===== src/rtl/alu_muldiv_seq.sv =====
// Multi-cycle unsigned multiply (low half) and divide/remainder sequencer that
// borrows the shared EX-stage ALU one micro-op per granted cycle.
module alu_muldiv_seq #(
  parameter int W  = 16,
  parameter int CW = 5
) (
  input  logic         clk,
  input  logic         rst_n,
  input  logic         start,
  input  logic         op,
  input  logic [W-1:0] src_a,
  input  logic [W-1:0] src_b,
  output logic         busy,
  output logic         done,
  output logic [W-1:0] res_lo,
  output logic [W-1:0] res_hi,
  output logic         alu_req,
  input  logic         alu_gnt,
  output logic [W-1:0] alu_a,
  output logic [W-1:0] alu_b,
  output logic [2:0]   alu_op,
  input  logic [W-1:0] alu_out
);

  typedef enum logic [2:0] {
    IDLE, MUL_STEP, DIV_SHIFT, DIV_CMP, DIV_SUB, DZERO, DONE
  } state_t;

  localparam logic [2:0] OP_PASSB = 3'd0;
  localparam logic [2:0] OP_ADD   = 3'd1;
  localparam logic [2:0] OP_SUB   = 3'd2;
  localparam logic [2:0] OP_SLTU  = 3'd7;

  state_t         state;
  logic [W-1:0]   opa;   // multiplicand / dividend
  logic [W-1:0]   opb;   // multiplier / divisor
  logic [W-1:0]   acc;
  logic [W-1:0]   rem;
  logic [W-1:0]   quot;
  logic           ovf;
  logic [CW-1:0]  cnt;

  logic           step_en;
  logic           last;
  logic [W-1:0]   a_shl;
  logic [W-1:0]   b_shr;
  logic           mul_bit;
  logic           div_bit;
  logic           q_bit;
  logic [W-1:0]   acc_nxt;
  logic [W-1:0]   quot_q0;
  logic [W-1:0]   quot_q1;

  // opa << cnt serves both as the shifted multiplicand and, via its MSB, as
  // dividend[W-1-cnt], so one shifter covers both operations.
  assign a_shl   = opa << cnt;
  assign b_shr   = opb >> cnt;
  assign mul_bit = b_shr[0];
  assign div_bit = a_shl[W-1];
  assign step_en = alu_req && alu_gnt;
  assign last    = (cnt == CW'(W-1));
  assign q_bit   = ovf | ~alu_out[0];
  assign acc_nxt = mul_bit ? alu_out : acc;
  assign quot_q0 = {quot[W-2:0], 1'b0};
  assign quot_q1 = {quot[W-2:0], 1'b1};

  // ALU operands are decoded from held state, so they stay put while denied.
  always_comb begin
    alu_req = 1'b0;
    alu_a   = '0;
    alu_b   = '0;
    alu_op  = OP_PASSB;
    case (state)
      MUL_STEP: begin
        alu_req = 1'b1;
        if (mul_bit) begin
          alu_a  = acc;
          alu_b  = a_shl;
          alu_op = OP_ADD;
        end
      end
      DIV_CMP: begin
        alu_req = 1'b1;
        alu_a   = rem;
        alu_b   = opb;
        alu_op  = OP_SLTU;
      end
      DIV_SUB: begin
        alu_req = 1'b1;
        alu_a   = rem;
        alu_b   = opb;
        alu_op  = OP_SUB;
      end
      default: ;
    endcase
  end

  always_ff @(posedge clk or negedge rst_n) begin
    if (!rst_n) begin
      state  <= IDLE;
      busy   <= 1'b0;
      done   <= 1'b0;
      res_lo <= '0;
      res_hi <= '0;
      opa    <= '0;
      opb    <= '0;
      acc    <= '0;
      rem    <= '0;
      quot   <= '0;
      ovf    <= 1'b0;
      cnt    <= '0;
    end else begin
      done <= 1'b0;
      case (state)
        IDLE: begin
          if (start) begin
            opa   <= src_a;
            opb   <= src_b;
            acc   <= '0;
            rem   <= '0;
            quot  <= '0;
            ovf   <= 1'b0;
            cnt   <= '0;
            busy  <= 1'b1;
            state <= op ? ((src_b == '0) ? DZERO : DIV_SHIFT) : MUL_STEP;
          end
        end
        MUL_STEP: begin
          if (step_en) begin
            acc <= acc_nxt;
            cnt <= cnt + 1'b1;
            if (last) begin
              res_lo <= acc_nxt;
              res_hi <= '0;
              done   <= 1'b1;
              state  <= DONE;
            end
          end
        end
        DIV_SHIFT: begin
          {ovf, rem} <= {rem, div_bit};
          state      <= DIV_CMP;
        end
        DIV_CMP: begin
          if (step_en) begin
            if (q_bit) begin
              state <= DIV_SUB;
            end else begin
              quot <= quot_q0;
              cnt  <= cnt + 1'b1;
              if (last) begin
                res_lo <= quot_q0;
                res_hi <= rem;
                done   <= 1'b1;
                state  <= DONE;
              end else begin
                state <= DIV_SHIFT;
              end
            end
          end
        end
        DIV_SUB: begin
          // When ovf is set the true remainder exceeds W bits; the modulo-2^W
          // difference is still the correct partial remainder.
          if (step_en) begin
            rem  <= alu_out;
            quot <= quot_q1;
            cnt  <= cnt + 1'b1;
            if (last) begin
              res_lo <= quot_q1;
              res_hi <= alu_out;
              done   <= 1'b1;
              state  <= DONE;
            end else begin
              state <= DIV_SHIFT;
            end
          end
        end
        DZERO: begin
          res_lo <= '1;
          res_hi <= opa;
          done   <= 1'b1;
          state  <= DONE;
        end
        DONE: begin
          busy  <= 1'b0;
          state <= IDLE;
        end
        default: state <= IDLE;
      endcase
    end
  end

endmodule

===== config.mk =====
export PLATFORM = sky130hd
export DESIGN_NAME = alu_muldiv_seq
export DESIGN_NICKNAME = d
export VERILOG_FILES = /design/src/rtl/alu_muldiv_seq.sv
export SDC_FILE = /design/constraint.sdc
export NUM_CORES = 1
export LEC_CHECK = 0
export ABC_AREA = 1
export CAP_MARGIN = 20
export CORE_MARGIN = 10
export CORE_UTILIZATION = 45
export CTS_CLUSTER_DIAMETER = 30
export CTS_CLUSTER_SIZE = 28
export DETAILED_ROUTE_END_ITERATION = 8
export PLACE_DENSITY = 0.7
export REMOVE_ABC_BUFFERS = 1
export SKIP_CTS_REPAIR_TIMING = 1
export SLEW_MARGIN = 20
export SYNTH_ARGS = -nofsm -noshare
export SYNTH_HDL_FRONTEND = slang
export SYNTH_SLANG_ARGS = --single-unit
export TNS_END_PERCENT = 30

===== constraint.sdc =====
create_clock -name clk -period 2.6 [get_ports clk]
set_input_delay 0.65 -clock clk [delete_from_list [all_inputs] [get_ports clk]]
set_output_delay 0.65 -clock clk [all_outputs]
set_load 0.05 [all_outputs]

### Word-level counts from Yosys, hierarchy flattened

Index checks and enable logic that the tools add are counted.

| word-level totals | value |
|---|---|
| register bits after elaboration | 122 |
| output and inout bits | 70 |
| word-level logic and storage cells | 112 |

| cells by class | value |
|---|---|
| add/sub/neg operators | 1 |
| equal/unequal tests | 16 |
| shift-type cells | 2 |
| multiplexer cells | 57 |
| bitwise logic cells | 2 |
| reductions and logical operators | 22 |

Operators by type and width:

| cell | number |
|---|---|
| $mux W16 | 20 |
| $pmux W16 S4 | 2 |
| $pmux W16 S2 | 3 |
| $pmux W16 S3 | 1 |
| $mux W15 | 3 |
| $pmux W15 S3 | 1 |
| $mux W3 | 9 |
| $mux W5 | 4 |
| $pmux W3 S6 | 1 |
| $logic_not A16 Y1 | 1 |
| $ne A2 B2 Y1 const B | 8 |
| $shl A16 B5 Y16 | 1 |
| $shr A16 B5 Y1 | 1 |
| $pmux W5 S3 | 1 |
| $reduce_and A5 Y1 | 3 |
| $eq A3 B3 Y1 const B | 3 |
| $pmux W3 S3 | 1 |
| $reduce_bool A3 Y1 | 3 |
| $mux W1 | 8 |
| $reduce_and A8 Y1 | 1 |
| $eq A3 B2 Y1 const B | 2 |
| $reduce_and A2 Y1 | 3 |
| $reduce_and A3 Y1 | 2 |
| $reduce_bool A2 Y1 | 3 |
| 13 further kinds | 15 |

### Depth between registers and ports, before layout

| depth | value |
|---|---|
| depth in word-level cells | 6 |
| gate-level depth with buffers | 13 |
| gate-level depth less buffers | 12 |

### Least setup slack after synthesis

No wires, ideal clock.

| timing | value |
|---|---|
| path kind | register to output |
| from | register state[2] |
| to | output alu_b[10] |
| data arrival time | 2.209 ns |
| slack | -0.259 ns |
| stages on the path, launching flop included | 8 |
| path buffers | 2 |
| path through | dfrtp_1 > inv_1 > nand2_1 > nor2_2 > nor2_2 > buf_2 > clkbuf_1 > o21ai_0 |

| on the way | value |
|---|---|
| longest elaborated chain between the ends | 3 |
| elaborated cells between the ends (all ways) | 5 |
| classes of those cells | 3 x eq/ne; 1 x mux; 1 x reduce/logical |

RTL lines:

| item | line | text |
|---|---|---|
| start: declaration | 34 | `state_t state;` |
| start signal: assignment | 125 | `state <= op ? ((src_b == '0) ? DZERO : DIV_SHIFT) : MUL_STEP;` |
| $eq A3 B3 Y1 or $eq A3 B2 Y1 (tied branches) | 73 | `case (state)` |
| $reduce_or A2 Y1 (no source line) | - |  |
| $pmux W16 S2 (*) | 73 |  |
| end: declaration | 20 | `output logic [W-1:0] alu_b,` |

Mark *: on every way between the ends. The rest lies on a longest branch, timed or not.

### Worst setup path after layout

| timing | value |
|---|---|
| from | register cnt[0] |
| to | output alu_b[4] |

| on the way | value |
|---|---|
| longest elaborated chain between the ends | 3 |
| elaborated cells between the ends (all ways) | 4 |
| classes of those cells | 2 x shift; 2 x mux |

RTL lines:

| item | line | text |
|---|---|---|
| start: declaration | 41 | `logic [CW-1:0] cnt;` |
| start signal: assignment | 131 | `cnt <= cnt + 1'b1;` |
| start signal: assignment | 150 | `cnt <= cnt + 1'b1;` |
| start signal: assignment | 168 | `cnt <= cnt + 1'b1;` |
| $shl A16 B5 Y16 or $shr A16 B5 Y1 (tied branches) | 56, 57 |  |
| $mux W16 (*) | 76 | `if (mul_bit) begin` |
| $pmux W16 S2 (*) | 73 |  |

Marked as above.

==> out/metrics.json <==
{
  "result_of_the_run": {"value": "complete, but fails checks"},
  "violated_checks": {"value": "negative setup slack"},
  "synth.cells.most_frequent": {"value": "sky130_fd_sc_hd__nand2_1, sky130_fd_sc_hd__dfrtp_1, sky130_fd_sc_hd__o21ai_0"},
  "hold_class": {"value": "primary input to asynchronous set/reset pin"},
  "pwr_density_cell": {"value": 1582, "unit": "mW/mm²"},
  "groute.usage.overall": {"value": 22.90, "unit": "%"},
  "ioPinCount": {"value": 123},
  "netlist_top_cells_area": {"value": "sky130_fd_sc_hd__dfrtp_1, sky130_fd_sc_hd__nand2_1, sky130_fd_sc_hd__o21ai_0"},
  "finalCritPeriodShare": {"value": 113.9, "unit": "%"},
  "worst_r2r_startpoint": {"value": "cnt[0]"},
  "chipHeight": {"value": 143.8, "unit": "µm"},
  "slew_headroom": {"value": 39.50, "unit": "%"},
  "slew_violations": {"value": 0},
  "post-route-cell-area": {"value": 0.009833, "unit": "mm²"},
  "wire_length_per_cell": {"value": 18.00, "unit": "µm"},
  "unrepaired_setup_endpoints_after_global_routing": {"value": "yes"},
  "share_of_cells_above_drive_strength_1": {"value": 18.60, "unit": "%"},
  "grt_max_degree": {"value": 40},
  "post_synth.cell_area_avg": {"value": 7.142, "unit": "µm²"},
  "placed_cells_incl_taps": {"value": 1273},
  "post-layout-total-power": {"value": 15.56, "unit": "mW"},
  "yosys.area.top_type": {"value": "sky130_fd_sc_hd__dfrtp_1"},
  "critical_path_arrival": {"value": 2310, "unit": "ps"},
  "area_added_between_synthesis_and_finish": {"value": 42.68, "unit": "%"},
  "cp-end-kind": {"value": "output pin"},
  "vdd.ir_drop.worst": {"value": 962.4, "unit": "µV"},
  "drt.antenna.violating_nets": {"value": 0},
  "cts_sinks": {"value": 122},
  "buffer_ports.inserted": {"value": 122},
  "placed_area": {"value": 0.008864, "unit": "mm²"},
  "cp-start-kind": {"value": "flop"},
  "root_buffer": {"value": "sky130_fd_sc_hd__clkbuf_16"},
  "drt-initial-drc-count": {"value": 627},
  "drv_cap": {"value": 0},
  "vias_per_cell": {"value": 5.430},
  "grt_pass1_wl": {"value": 37250, "unit": "µm"},
  "worst_pin_slew": {"value": 906.5, "unit": "ps"},
  "synth_ff_type": {"value": "sky130_fd_sc_hd__dfrtp_1"},
  "timing.setup.critical_path_class": {"value": "flop to output pin"},
  "timing.critical_path.required": {"value": 1950, "unit": "ps"},
  "synth-warning-count": {"value": 0},
  "gp_congestion": {"value": 0.9132},
  "worstSkewPairLatency": {"value": 420, "unit": "ps"},
  "post-place-ws": {"value": 3.934, "unit": "ps"},
  "total_leakage_power": {"value": 4.450, "unit": "nW"},
  "cts_htree_levels": {"value": 4},
  "detail_route.drc_violations": {"value": 0},
  "min_cycle_time_layout": {"value": 2960, "unit": "ps"},
  "mappedNetlistArea": {"value": 0.006892, "unit": "mm²"},
  "rows": {"value": 45},
  "drt_first_pass_iters": {"value": 5},
  "area_of_the_die": {"value": 0.02066, "unit": "mm²"},
  "async_reset_ff_share": {"value": 100.0, "unit": "%"},
  "clock_buffers_created_by_tritoncts": {"value": 17},
  "finish.cell_count_without_fillers": {"value": 1306},
  "antenna_found_initial": {"value": 0},
  "n_antenna_cell": {"value": 0},
  "grt_remaining_overflow": {"value": 0},
  "timing.reg2reg.setup_slack": {"value": 400, "unit": "ps"},
  "cts_tree": {"value": "built"},
  "final_worst_path_setup_slack": {"value": -360.2, "unit": "ps"},
  "crit_fanout": {"value": 7},
  "final_count_of_negative_setup_slack_endpoints": {"value": 33},
  "regToRegEndpoint": {"value": "res_hi[5]"},
  "cts-root-to-sink-buffers": {"value": 2},
  "number_of_global_route_vias_before_repair": {"value": 6800},
  "post-synth-top-count-cell": {"value": "sky130_fd_sc_hd__nand2_1"},
  "fillerInstances": {"value": 1307},
  "synth_cell_types": {"value": 33},
  "clk_transition_reported_paths": {"value": 60, "unit": "ps"},
  "maxClockFrequency": {"value": 337.8, "unit": "MHz"},
  "yosysSeqAreaShare": {"value": 44.30, "unit": "%"},
  "fp.coreArea": {"value": 0.01509, "unit": "mm²"},
  "postSynthCellCount": {"value": 965},
  "finish.net_count": {"value": 1162},
  "hpwlAfterDp": {"value": 17250, "unit": "µm"},
  "detail_route.wirelength": {"value": 23510, "unit": "µm"},
  "synth_seq_cells": {"value": 122},
  "rr_worst_depth": {"value": 12},
  "synthDominantCellAreaShare": {"value": 44.30, "unit": "%"},
  "initial_core_util": {"value": 45.67, "unit": "%"},
  "die_w": {"value": 143.8, "unit": "µm"},
  "number_of_synthesized_flops_with_an_enable_pin": {"value": 0},
  "holdWs": {"value": 184.6, "unit": "ps"},
  "report.final.hold_viol_count": {"value": 0},
  "finClkSkew": {"value": 6.178, "unit": "ps"},
  "routed_vias": {"value": 7092}
}
## cells by family (layout without fill, tap and decap cells)
family	count (synthesis)	after routing	synth area share, %
multiplexers	1	1	0.1634
AO/OA/AOI/OAI	236	236	18.68
adder cells (fa/ha/maj)	3	3	0.5447
buffers and inverters	176	329	10.49
flip-flops	122	122	44.30
AND/OR/NAND/NOR	427	427	25.82
## metrics by stage
stage / setup TNS, ps / utilization, %
finish: -9065 / 65.17
detailed placement: 0 / 58.74
CTS: -11830 / 62.75
global route: -12630 / 65.17
floorplan: -65390 / -
global placement: 0 / 58.72
## state kept, by name, indices dropped and copies added (netlist names)
register,flops
acc,16
opa,16
opb,16
rem,16
res_hi,16
res_lo,16
quot,15
cnt,5
state,3
busy,1
done,1
ovf,1
## cell type report
class | instances | area, µm² | share of cell area (%)
multi-input combinational | 667 | 3437 | 34.95
inverter | 122 | 465.4 | 4.733
clock buffer | 18 | 439.2 | 4.466
sequential | 122 | 3054 | 31.06
timing repair buffer | 176 | 2036 | 20.70
clock inverter | 13 | 166.4 | 1.692
tap | 188 | 235.2 | 2.392
## worst max path at each step
stage | slack, ps | to | cells after the start | startpoint
6_report | -360 | alu_b[4] | 12 | cnt[0]
5_1_grt | -470 | alu_b[4] | 12 | cnt[0]
4_1_cts | -450 | alu_b[14] | 10 | cnt[0]
3_5_place_dp | 4 | alu_b[14] | 10 | cnt[0]
3_3_place_gp | 10 | alu_b[14] | 10 | cnt[0]
2_1_floorplan | -1150 | alu_b[10] | 5 | state[2]
## layout by cell type (no fill, tap or decap), drive strengths merged
cell type and instances:
nor3 2, nor2 97, o21ai 137, o21a 1, o211ai 8, bufinv 3
o2111ai 1, a221oi 1, inv 126, mux2 1, o22ai 37, nand4 1
a21boi 1, ha 3, dfrtp 122, or2 4, nand3 97, nand2 226
o31ai 1, clkbuf 18, clkinv 3, clkdlybuf4s50 85, clkinvlp 3, a21oi 49
buf 91
## report_power, final
group	switching, mW	internal [mW]	total (mW)
registers	0.433	2.67	3.10
logic	6.45	3.55	10.0
clock network	0.922	1.54	2.46
## critical path, cell delays in order (launching register included)
cell and delay, ps:
sky130_fd_sc_hd__dfrtp_2 460, sky130_fd_sc_hd__buf_6 160, sky130_fd_sc_hd__nand2_2 80, sky130_fd_sc_hd__nand3_2 90, sky130_fd_sc_hd__nand2_2 80, sky130_fd_sc_hd__nand2_2 50, sky130_fd_sc_hd__nand3_2 70, sky130_fd_sc_hd__nand3_2 100
sky130_fd_sc_hd__nor2_4 180, sky130_fd_sc_hd__buf_6 150, sky130_fd_sc_hd__nand2_4 110, sky130_fd_sc_hd__o22ai_2 180, sky130_fd_sc_hd__buf_12 170
## per-layer routing
| layer | vias to the layer above | wire length, µm | GRT usage (%) |
|---|---|---|---|
| met3 | 31 | 1619 | 4.257 |
| met1 | 3343 | 10510 | 31.46 |
| met4 | 0 | 387 | 6.341 |
| li1 | 3430 | - | - |
| met5 | - | 0 | 0 |
| met2 | 288 | 10990 | 36.06 |
(Power assumes the default switching activity.)
